==> src/rtl/uart_rx_frame_loader.sv <==
// 8N1 UART receiver on a shared 16x oversampling tick; streams received bytes into a frame RAM.
// Optional build macro UART_RX_SYNC_EN: frames start after SYNC_BYTE and a framing error aborts the frame.
module uart_rx_frame_loader #(
  parameter int                    DATA_WIDTH   = 8,
  parameter int                    IMG_WIDTH    = 176,
  parameter int                    IMG_HEIGHT   = 240,
  parameter int                    TOTAL_PIXELS = IMG_WIDTH * IMG_HEIGHT,
  parameter int                    ADDR_WIDTH   = $clog2(TOTAL_PIXELS),
  parameter logic [DATA_WIDTH-1:0] SYNC_BYTE    = 8'hA5
) (
  input  logic                  clk,
  input  logic                  reset,
  input  logic                  b_16tick,
  input  logic                  rx,
  output logic                  we,
  output logic [ADDR_WIDTH-1:0] wAddr,
  output logic [DATA_WIDTH-1:0] wData,
  output logic                  frame_done,
  output logic                  rx_err
);

  localparam int                    BW       = $clog2(DATA_WIDTH);
  localparam logic [BW-1:0]         LAST_BIT = BW'(DATA_WIDTH - 1);
  localparam logic [ADDR_WIDTH-1:0] LAST_PIX = ADDR_WIDTH'(TOTAL_PIXELS - 1);

  typedef enum logic [1:0] {B_IDLE, B_START, B_DATA, B_STOP} bit_st_t;

`ifdef UART_RX_SYNC_EN
  typedef enum logic [1:0] {F_WAIT_SYNC, F_LOAD, F_DONE} frm_st_t;
  localparam frm_st_t F_INIT = F_WAIT_SYNC;
`else
  typedef enum logic [1:0] {F_LOAD, F_DONE} frm_st_t;
  localparam frm_st_t F_INIT = F_LOAD;
`endif

  logic                  rx_s1, rx_q;
  bit_st_t               bst;
  logic [3:0]            tick_cnt;
  logic [BW-1:0]         bit_cnt;
  logic [DATA_WIDTH-1:0] shreg;
  logic                  byte_valid;
  frm_st_t               fst;
  logic [ADDR_WIDTH-1:0] pix_cnt;

  // rx is asynchronous; idle level is high so the synchroniser resets high
  always_ff @(posedge clk) begin
    if (!reset) begin
      rx_s1 <= 1'b1;
      rx_q  <= 1'b1;
    end else begin
      rx_s1 <= rx;
      rx_q  <= rx_s1;
    end
  end

  always_ff @(posedge clk) begin
    if (!reset) begin
      bst        <= B_IDLE;
      tick_cnt   <= '0;
      bit_cnt    <= '0;
      shreg      <= '0;
      byte_valid <= 1'b0;
      rx_err     <= 1'b0;
    end else begin
      byte_valid <= 1'b0;
      rx_err     <= 1'b0;
      case (bst)
        B_IDLE: if (!rx_q) begin
          bst      <= B_START;
          tick_cnt <= '0;
        end
        // mid-start-bit check rejects glitches shorter than half a bit
        B_START: if (b_16tick) begin
          if (tick_cnt == 4'd7) begin
            if (rx_q) bst <= B_IDLE;
            else begin
              bst      <= B_DATA;
              tick_cnt <= '0;
              bit_cnt  <= '0;
            end
          end else tick_cnt <= tick_cnt + 4'd1;
        end
        B_DATA: if (b_16tick) begin
          tick_cnt <= tick_cnt + 4'd1;
          if (tick_cnt == 4'd15) begin
            shreg   <= {rx_q, shreg[DATA_WIDTH-1:1]};
            bit_cnt <= bit_cnt + 1'b1;
            if (bit_cnt == LAST_BIT) bst <= B_STOP;
          end
        end
        B_STOP: if (b_16tick) begin
          tick_cnt <= tick_cnt + 4'd1;
          if (tick_cnt == 4'd15) begin
            if (rx_q) byte_valid <= 1'b1;
            else      rx_err     <= 1'b1;
            bst <= B_IDLE;
          end
        end
        default: bst <= B_IDLE;
      endcase
    end
  end

  // shreg stays stable until the next byte's data bits, so it doubles as the byte register
  always_ff @(posedge clk) begin
    if (!reset) begin
      fst        <= F_INIT;
      pix_cnt    <= '0;
      we         <= 1'b0;
      wAddr      <= '0;
      wData      <= '0;
      frame_done <= 1'b0;
    end else begin
      we         <= 1'b0;
      frame_done <= 1'b0;
      case (fst)
`ifdef UART_RX_SYNC_EN
        F_WAIT_SYNC: if (byte_valid && shreg == SYNC_BYTE) fst <= F_LOAD;
`endif
        F_LOAD: begin
`ifdef UART_RX_SYNC_EN
          if (rx_err) begin
            fst     <= F_WAIT_SYNC;
            pix_cnt <= '0;
          end else
`endif
          if (byte_valid) begin
            we    <= 1'b1;
            wAddr <= pix_cnt;
            wData <= shreg;
            if (pix_cnt == LAST_PIX) fst <= F_DONE;
            else                     pix_cnt <= pix_cnt + 1'b1;
          end
        end
        F_DONE: begin
          frame_done <= 1'b1;
          pix_cnt    <= '0;
          fst        <= F_INIT;
        end
        default: fst <= F_INIT;
      endcase
    end
  end

endmodule

==> config.mk <==
export PLATFORM = sky130hd
export DESIGN_NAME = uart_rx_frame_loader
export DESIGN_NICKNAME = d
export VERILOG_FILES = /design/src/rtl/uart_rx_frame_loader.sv
export SDC_FILE = /design/constraint.sdc
export NUM_CORES = 1
export LEC_CHECK = 0
export BUFFER_PORTS_ARGS = -buffer_cell sky130_fd_sc_hd__buf_2
export CORE_MARGIN = 5
export CORE_UTILIZATION = 25
export DETAILED_ROUTE_END_ITERATION = 12
export GPL_TIMING_DRIVEN = 0
export SYNTH_ARGS = -nofsm -noshare
export SYNTH_HDL_FRONTEND = slang
export SYNTH_SLANG_ARGS = --single-unit
==> constraint.sdc <==
create_clock -name clk -period 2.6 [get_ports clk]
set_clock_uncertainty 0.1 [all_clocks]
set_input_delay 0.52 -clock clk [delete_from_list [all_inputs] [get_ports clk]]
set_output_delay 0.52 -clock clk [all_outputs]
set_load 0.05 [all_outputs]
## Word-level counts from Yosys, hierarchy flattened

Index checks and enable logic that the tools add are counted.

- Flip-flop bits (word level): 64
- Bits of input ports: 4
- Output and inout port bits: 27
- Word-level logic and storage cells: 78

- Add/subtract/negate cells: 3
- Equality and inequality tests: 19
- Multiplexer cells: 28
- Reductions and logical operators: 14

Operators with widths:

| operator | count |
|---|---|
| 16-bit two-way mux | 2 |
| 16-bit one-hot mux with 2 select lines | 1 |
| 2-bit != test, second input constant | 11 |
| 2-bit two-way mux | 9 |
| 16-bit by 1-bit adder with 16-bit output, second input constant | 1 |
| 16-bit == test, second input constant | 1 |
| 4-bit two-way mux | 4 |
| 3-bit two-way mux | 5 |
| 4-bit one-hot mux with 3 select lines | 1 |
| 2-bit one-hot mux with 4 select lines | 1 |
| 2-bit AND reduction | 4 |
| 8-bit AND reduction | 1 |
| 3-bit one-hot mux with 2 select lines | 1 |
| 3-bit AND reduction | 2 |
| 6-bit AND reduction | 1 |
| 4-bit by 1-bit adder with 4-bit output, second input constant | 1 |
| 2-bit == test, second input constant | 2 |
| 4-bit by 3-bit == test with 1-bit output, second input constant | 1 |
| 4-bit == test, second input constant | 1 |
| 2-bit zero test | 2 |
| 1-bit two-way mux | 4 |
| 4-bit AND reduction | 1 |
| 2-bit nonzero test | 2 |
| 3-bit by 1-bit adder with 3-bit output, second input constant | 1 |
| 4 further kinds | 4 |

## Longest topological paths before layout

Gate-level depths: netlist (run 1).

- Depth after elaboration: 5
- Depth in mapped cells: 7
- Depth with buffers taken out: 5

## Worst setup path before layout (run 1)

Ideal clock, no wire load.

- Path type: register to register
- Start point: register pix_cnt[0]
- End point: register pix_cnt[2]
- Setup time: 0.116 ns
- Arrival time: 1.430 ns
- Required time: 2.384 ns
- Path slack: 0.953 ns
- Cell stages (with the launch flop): 8
- Buffers on the path: 2
- Clock period less this slack: 1.647 ns
- Cell sequence: dfxtp_1 -> ha_1 -> and4_4 -> buf_6 -> a41oi_2 -> buf_6 -> a21oi_1 -> a31o_2

- Word-level cells in the longest chain between the ends: 4
- Elaborated cells between the ends (all ways): 7
- Classes of those cells: add/sub (1); eq/ne (2); mux (3); reduce/logical (1)

Ends and longest elaborated chain:

| item | line | source |
|---|---|---|
| from (decl) | 43 | `logic [ADDR_WIDTH-1:0] pix_cnt;` |
| from (signal assigned) | 132 | `else pix_cnt <= pix_cnt + 1'b1;` |
| 16-bit by 1-bit adder with 16-bit output | 132 |  |
| 16-bit two-way mux | 131 | `if (pix_cnt == LAST_PIX) fst <= F_DONE;` |
| 16-bit two-way mux | 127 | `if (byte_valid) begin` |
| 16-bit one-hot mux with 2 select lines | 116 | `case (fst)` |

Several ways; a longest one is shown, not always the timed one. The select of a mux whose other input is x is not followed.
A chain may end at the register's enable or synchronous reset.

## Worst setup path after layout (run 1)

- Start point: register tick_cnt[0]
- End point: register shreg[4]

- Word-level cells in the longest chain between the ends: 2

Ends and longest elaborated chain:

| item | line | source |
|---|---|---|
| from (decl) | 38 | `logic [3:0] tick_cnt;` |
| from (signal assigned) | 81 | `end else tick_cnt <= tick_cnt + 4'd1;` |
| from (signal assigned) | 84 | `tick_cnt <= tick_cnt + 4'd1;` |
| from (signal assigned) | 92 | `tick_cnt <= tick_cnt + 4'd1;` |
| 4-bit == test | 85 | `if (tick_cnt == 4'd15) begin` |
| 3-bit AND reduction (no line) | n/a |  |
| to (signal assigned) | 86 | `shreg <= {rx_q, shreg[DATA_WIDTH-1:1]};` |
| to (decl) | 40 | `logic [DATA_WIDTH-1:0] shreg;` |

No other way between the ends.

==> summary.txt, run 1 <==
Final layout
  • Multi-input logic area: 0.00127 mm^2
  • # fillers: 1123
  • Diodes inserted: 0
  • Area growth from synthesis to layout: 19.6%
  • Final net count: 353
  • Fin area: 0.00323 mm^2
  • Storage element area: 0.00128 mm^2
  • Layout cells sized above 1: 0.186

Logic synthesis
  • Share of synthesized flip-flops with an asynchronous set or reset: 0
  • Post-synthesis simple-gate area fraction: 0.255
  • Synth top area share: 0.474
  • Post-synthesis mux area share: 0.0412
  • Area share of fa/ha/maj cells after synthesis: 0.0185
  • Synth cell count leaders: dfxtp_1 (64), nand2_1 (63), a21oi_1 (29)
  • Syn_area_per_cell: 8.89 um^2
  • Most numerous cell in the Yosys netlist: dfxtp_1
  • Main synth FF type: dfxtp_1
  • Largest family of logic cells by synthesized area: simple AND/OR/NAND/NOR gates
  • Ys Warns: 0
  • Post-Syn Instances: 304
  • Mapped Nets: 312
  • Most area-consuming cells after synthesis: dfxtp_1 (47%), nand2_1 (8.8%), a21oi_1 (5.4%), mux2i_1 (3.7%), nor2_1 (2.6%)
  • Compound-gate portion of the synthesized area: 0.138
  • FF+latch count, synth: 64
  • Post-synth EDFFs: 0
  • Post-synth cell types: 53
  • Post-synthesis sequential area ratio: 0.474
  • Cell taking the most area after synthesis: dfxtp_1
  • XOR/XNOR Fraction of Synth Area: 0.0194
  • Synthesized cell area: 0.00270 mm^2

Floorplan
  • Placeable Area: 0.0107 mm^2
  • Die ar.: 0.0130 mm^2
  • Std-Cell Rows: 38
  • Io pins: 31
  • Die X: 114 um
  • DIE HEIGHT: 114 um
  • Initial Util: 0.253

Timing
  • Slew headroom: 0.663
  • Slew of the pin with the lowest slew margin: 506 ps
  • Hold Vio Cnt, Final: 0
  • Min cycle time layout: 1780 ps
  • Max Clock Freq: 562 MHz
  • Final Max Slew Viols: 0
  • Final setup viols: 0
  • Setup_tns: 0 ps
  • Setup repair after global routing missed its margin: no
  • Final Cycle Share: 0.684

Clock network
  • Worst skew pair latency: 340 ps
  • Clock transition at path regs: 70 ps
  • CTS Sinks: 64
  • Setup bufs post-CTS: 0
  • Max Root-Sink Buffers: 2
  • Num CTS Buffers: 9
  • H-tree depth: 3
  • Hold_buf cts: 0
  • Resized cells post-CTS: 0
  • Root buf cell: clkbuf_8
  • TritonCTS clock tree: yes

Worst setup path
  • WP data required: 2730 ps
  • Crit start category: flop
  • Worst r2r src: tick_cnt[0]$_SDFFE_PN0P_
  • Worst R2R End: shreg[4]$_SDFFE_PN0P_
  • Crit path DAT: 1910 ps
  • Path depth of the worst reg2reg path: 6
  • Worst Setup End Kind: flop
  • Critical path destination: shreg[4]$_SDFFE_PN0P_
  • R2r setup slk: 820 ps
  • Critical path fanouts, max: 10
  • CP startpoint: tick_cnt[0]$_SDFFE_PN0P_
  • Critical setup path kind: flop to flop

Detailed routing
  • Total Wirelength: 6110 um
  • Mean routed wirelength per cell: 12.5 um
  • Vias per cell: 4.57
  • DRC: 0
  • Drt first pass iters: 6
  • Final ANT Viol Nets: 0
  • DRT iter0 DRCs: 152
  • Via count: 2236

Outcome
  • Status: complete, no violations

Power and ir drop
  • Max IR drop VDD: 0.183 mV
  • Cell Pwr Density: 592 mW/mm^2
  • Pleak: 1.23 nW

Global route
  • Total GRT Usage: 0.0961
  • Largest net degree at the start of global routing: 11
  • Grt ovf: 0
  • Vias in the first global route: 2126
  • First-pass GRT wire length: 9880 um
  • Initial antenna violation count: 0

Placement
  • Hpwl dp: 4400 um
  • Placed cell area: 0.00303 mm^2
  • # port buffers: 30
  • Placer congestion estimate: 0.758

Job
  • Max-Cap Viols: 0

Hold path
  • Number of cells on the worst hold path: 2
  • Worst min-delay path class: primary input to flop
[flip-flops by register name, summed over array words and instances, names as in the netlist, named ones only]
| name | cells |
|---|---|
| bit_cnt | 3 |
| bst | 1 |
| byte_valid | 1 |
| frame_done | 1 |
| fst | 1 |
| pix_cnt | 16 |
| rx_err | 1 |
| rx_q | 1 |
| rx_s1 | 1 |
| shreg | 8 |
| tick_cnt | 4 |
| wAddr | 16 |
| wData | 8 |
| we | 1 |
[where the power goes]
part / total [mW] / internal (mW) / switching, mW
logic: 0.0427 / 0.0150 / 0.0276
clock network: 0.885 / 0.513 / 0.372
registers: 0.986 / 0.983 / 0.00291
[critical path, cell delays in order, from the launching register on]
cell     delay (ps)
dfxtp_1         360
ha_1            220
nand3_1         210
nor3b_2         320
buf_6           210
mux2i_1         190
nor2b_1          60
[routing by layer]
layer | wire length [um] | vias up | global-route usage
met5 | 0 | - | 0
li1 | - | 1140 | -
met1 | 2630 | 1045 | 0.100
met4 | 159 | 0 | 0.0443
met3 | 208 | 16 | 0.0366
met2 | 3110 | 35 | 0.170
[metrics by stage]
step	instances	total power, mW	hold WS [ps]	util	worst slack (ps)
detailed placement	474	1.05	297	0.283	783
CTS	489	1.95	267	0.302	813
finish	489	1.91	282	0.302	821
floorplan	304	1.04	286	-	953
global route	489	2.00	290	0.302	674
global placement	474	1.05	297	0.283	772
[cell type report]
class,instances,share of cell area
Inverter,5,0.00580
Tap cell,140,0.0542
Multi-Input combinational cell,216,0.394
Clock buffer,12,0.0511
Clock inverter,3,0.0124
Timing Repair Buffer,30,0.0464
Sequential cell,64,0.396
Buffer,19,0.0395
[placed cells by master, fill, tap and decap left out, types with 6 or more instances in the layout]
cell      count
o21ai_0       6
nand3_1       9
buf_6         6
nor2b_1       9
nand4_1       7
a21oi_1      29
mux2i_1      10
clkbuf_8     12
nand2_1      63
dfxtp_1      64
clkbuf_1      7
buf_2        33
nand2b_1      6
nor2_1       19
[cell families (layout without fill, tap and decap cells)]
group / after synthesis / count (layout)
AOI/OAI and AO/OA: 58 / 58
muxes: 11 / 11
adders and majority gates: 4 / 4
buffers and inverters: 24 / 69
and+or+nand+nor: 137 / 137
DFF: 64 / 64
xor gates and xnor gates: 6 / 6
[worst min-delay path by stage]
| stage | startpoint | endpoint | slack (ps) |
|---|---|---|---|
| 2_1_floorplan | rx_s1$_SDFF_PN1_ | rx_q$_SDFF_PN1_ | 290 |
| 3_3_place_gp | rx_s1$_SDFF_PN1_ | rx_q$_SDFF_PN1_ | 300 |
| 3_5_place_dp | rx_s1$_SDFF_PN1_ | rx_q$_SDFF_PN1_ | 300 |
| 4_1_cts | rx | rx_s1$_SDFF_PN1_ | 270 |
| 5_1_grt | rx | rx_s1$_SDFF_PN1_ | 290 |
| 6_report | rx | rx_s1$_SDFF_PN1_ | 280 |
(Power assumes the default switching activity.)
==> run 2, diff against run 1 <==
==> constraint.sdc (replaced) <==
create_clock -name clk -period 1.65 [get_ports clk]
set_clock_uncertainty 0.1 [all_clocks]
set_input_delay 0.33 -clock clk [delete_from_list [all_inputs] [get_ports clk]]
set_output_delay 0.33 -clock clk [all_outputs]
set_load 0.05 [all_outputs]
==> summary.txt, run 2 (synthesis results as in run 1) <==
Outcome
  • Status: complete, no violations

Clock network
  • Num CTS Buffers: 9
  • Worst skew pair latency: 340 ps
  • H-tree depth: 3
  • Max Root-Sink Buffers: 2
  • Hold_buf cts: 0
  • Clock transition at path regs: 60 ps
  • CTS Sinks: 64
  • Root buf cell: clkbuf_8
  • TritonCTS clock tree: yes

Power and ir drop
  • Tot Pwr: 3.02 mW
  • Clk network pwr share: 0.463
  • Pleak: 1.26 nW
  • Cell Pwr Density: 903 mW/mm^2
  • Sw frac: 0.212
  • Max IR drop VDD: 0.288 mV
  • Sw power: 638 uW
  • Seq pwr share: 0.514
  • Int Power: 2.38 mW
  • Combinational power share: 0.023

Placement
  • Placer congestion estimate: 0.758
  • # port buffers: 30
  • Hpwl dp: 4400 um

Timing
  • Final setup viols: 0
  • Setup repair after global routing missed its margin: no
  • Final Cycle Share: 0.959
  • Slew headroom: 0.691
  • Min cycle time layout: 1580 ps
  • Final Max Slew Viols: 0
  • Max Clock Freq: 632 MHz
  • Hold Vio Cnt, Final: 0
  • Setup_tns: 0 ps
  • Worst hold slack: 91.4 ps
  • Slew of the pin with the lowest slew margin: 463 ps

Detailed routing
  • DRC: 0
  • DRT iter0 DRCs: 155
  • Vias per cell: 4.61
  • Final ANT Viol Nets: 0
  • Via count: 2268
  • Mean routed wirelength per cell: 12.9 um
  • Total Wirelength: 6340 um
  • Drt first pass iters: 4

Worst setup path
  • R2r setup slk: 70 ps
  • Crit start category: flop
  • Critical Path Slowest Stage Cell: dfxtp_1
  • CP startpoint: pix_cnt[12]$_SDFFE_PN0P_
  • Crit path DAT: 1710 ps
  • Worst r2r src: pix_cnt[12]$_SDFFE_PN0P_
  • CP delay by family, top: compound AO/OA/AOI/OAI gates
  • Critical setup path kind: flop to flop
  • CP Buf/Inv Count: 1
  • Critical path's largest stage delay: 400 ps
  • Worst path cell trace: and4bb_1, a41oi_4, buf_6, a21oi_1, a31o_2
  • Critical path fanouts, max: 5
  • WP data required: 1780 ps
  • Worst Setup End Kind: flop

Hold path
  • Worst min-delay path class: primary input to flop
  • HP Start: rx

Final layout
  • Final net count: 356
  • Storage element area: 0.00130 mm^2
  • Top Registers: pix_cnt: 16 flops, wAddr: 16 flops
  • Layout Utilization: 0.312
  • Highest-count cells in the layout ignoring fill and taps: nand2_1 (63), dfxtp_1 (56), buf_2 (34)
  • Commonest non-fill, non-tap cell in the layout: nand2_1
  • Diodes inserted: 0
  • Multi-input logic area: 0.00134 mm^2
  • # fillers: 1109
  • Layout cells sized above 1: 0.241
  • Area growth from synthesis to layout: 23.6%

Floorplan
  • Initial Util: 0.253
  • DIE HEIGHT: 114 um
  • Std-Cell Rows: 38
  • Die ar.: 0.0130 mm^2
  • Io pins: 31
  • Die X: 114 um
  • Placeable Area: 0.0107 mm^2

Job
  • Max-Cap Viols: 0

Global route
  • First-pass GRT wire length: 10200 um
  • Largest net degree at the start of global routing: 11
  • Total GRT Usage: 0.0994
  • Vias in the first global route: 2191
  • Grt ovf: 0
  • Initial antenna violation count: 0
run 2: cell count changes in the layout (fill, tap and decap cells not counted), moves of 2 or more:
cell,before,now
dfxtp_1,64,56
dfxtp_2,0,6
buf_4,2,6
clkbuf_1,7,3
clkbuf_2,0,3
dfxtp_4,0,2
ha_1,4,2
ha_4,0,2
run 2: timing repair:
action                                  in CTS  in global routing
setup buffers                                3                  0
pin swaps                                    4                  2
cloned                                       1                  1
gates resized for setup                     15                 11
endpoints found under the setup margin      26                 33
run 2: stage by stage:
stage               setup WS (ps)  cells  area, um^2
CTS                          21.6    492        3310
global placement             -112    474        3030
floorplan                    3.40    304        2700
global route                 1.88    492        3340
detailed placement           -122    474        3030
finish                       68.1    492        3340
run 2: routing by layer:
layer / vias to the layer above / part of all wire / wire length (um) / global-route usage
li1: 1142 / - / - / -
met1: 1073 / 0.42 / 2680 / 0.102
met2: 34 / 0.52 / 3290 / 0.179
met3: 19 / 0.031 / 194 / 0.0366
met4: 0 / 0.026 / 167 / 0.0451
met5: - / 0 / 0 / 0
run 2: path summary, 6_finish.rpt:
| path | to | cells after the start |
|---|---|---|
| setup / recovery | pix_cnt[7]$_SDFFE_PN0P_ | 5 |
| hold reg to reg | rx_q$_SDFF_PN1_ | 1 |
| setup reg to reg | pix_cnt[7]$_SDFFE_PN0P_ | 5 |
| hold / removal | rx_s1$_SDFF_PN1_ | 2 |
run 2: power groups by stage:
stage	Combinational, mW	Sequential (mW)	Clock (mW)
6_report	0.0686	1.55	1.40
4_1_cts	0.0689	1.55	1.45
5_1_grt	0.0762	1.55	1.52
3_5_place_dp	0.0683	1.59	0
2_1_floorplan	0.0454	1.59	0
3_3_place_gp	0.0678	1.59	0
run 2: worst reg2reg max path, cell delays in order, from the launching register on:
cell and delay (ps):
dfxtp_1 400, and4bb_1 300, a41oi_4 260, buf_6 150
a21oi_1 60, a31o_2 200
run 2: final cells by class:
class                   count  share of cell area
plain buffers              17              0.0348
clock buffers              12              0.0495
clock inverters             3              0.0120
inverters                   5             0.00562
multi-input cells         216               0.402
flip-flops and latches     64               0.388
well taps                 140              0.0525
repair buffers             35              0.0555
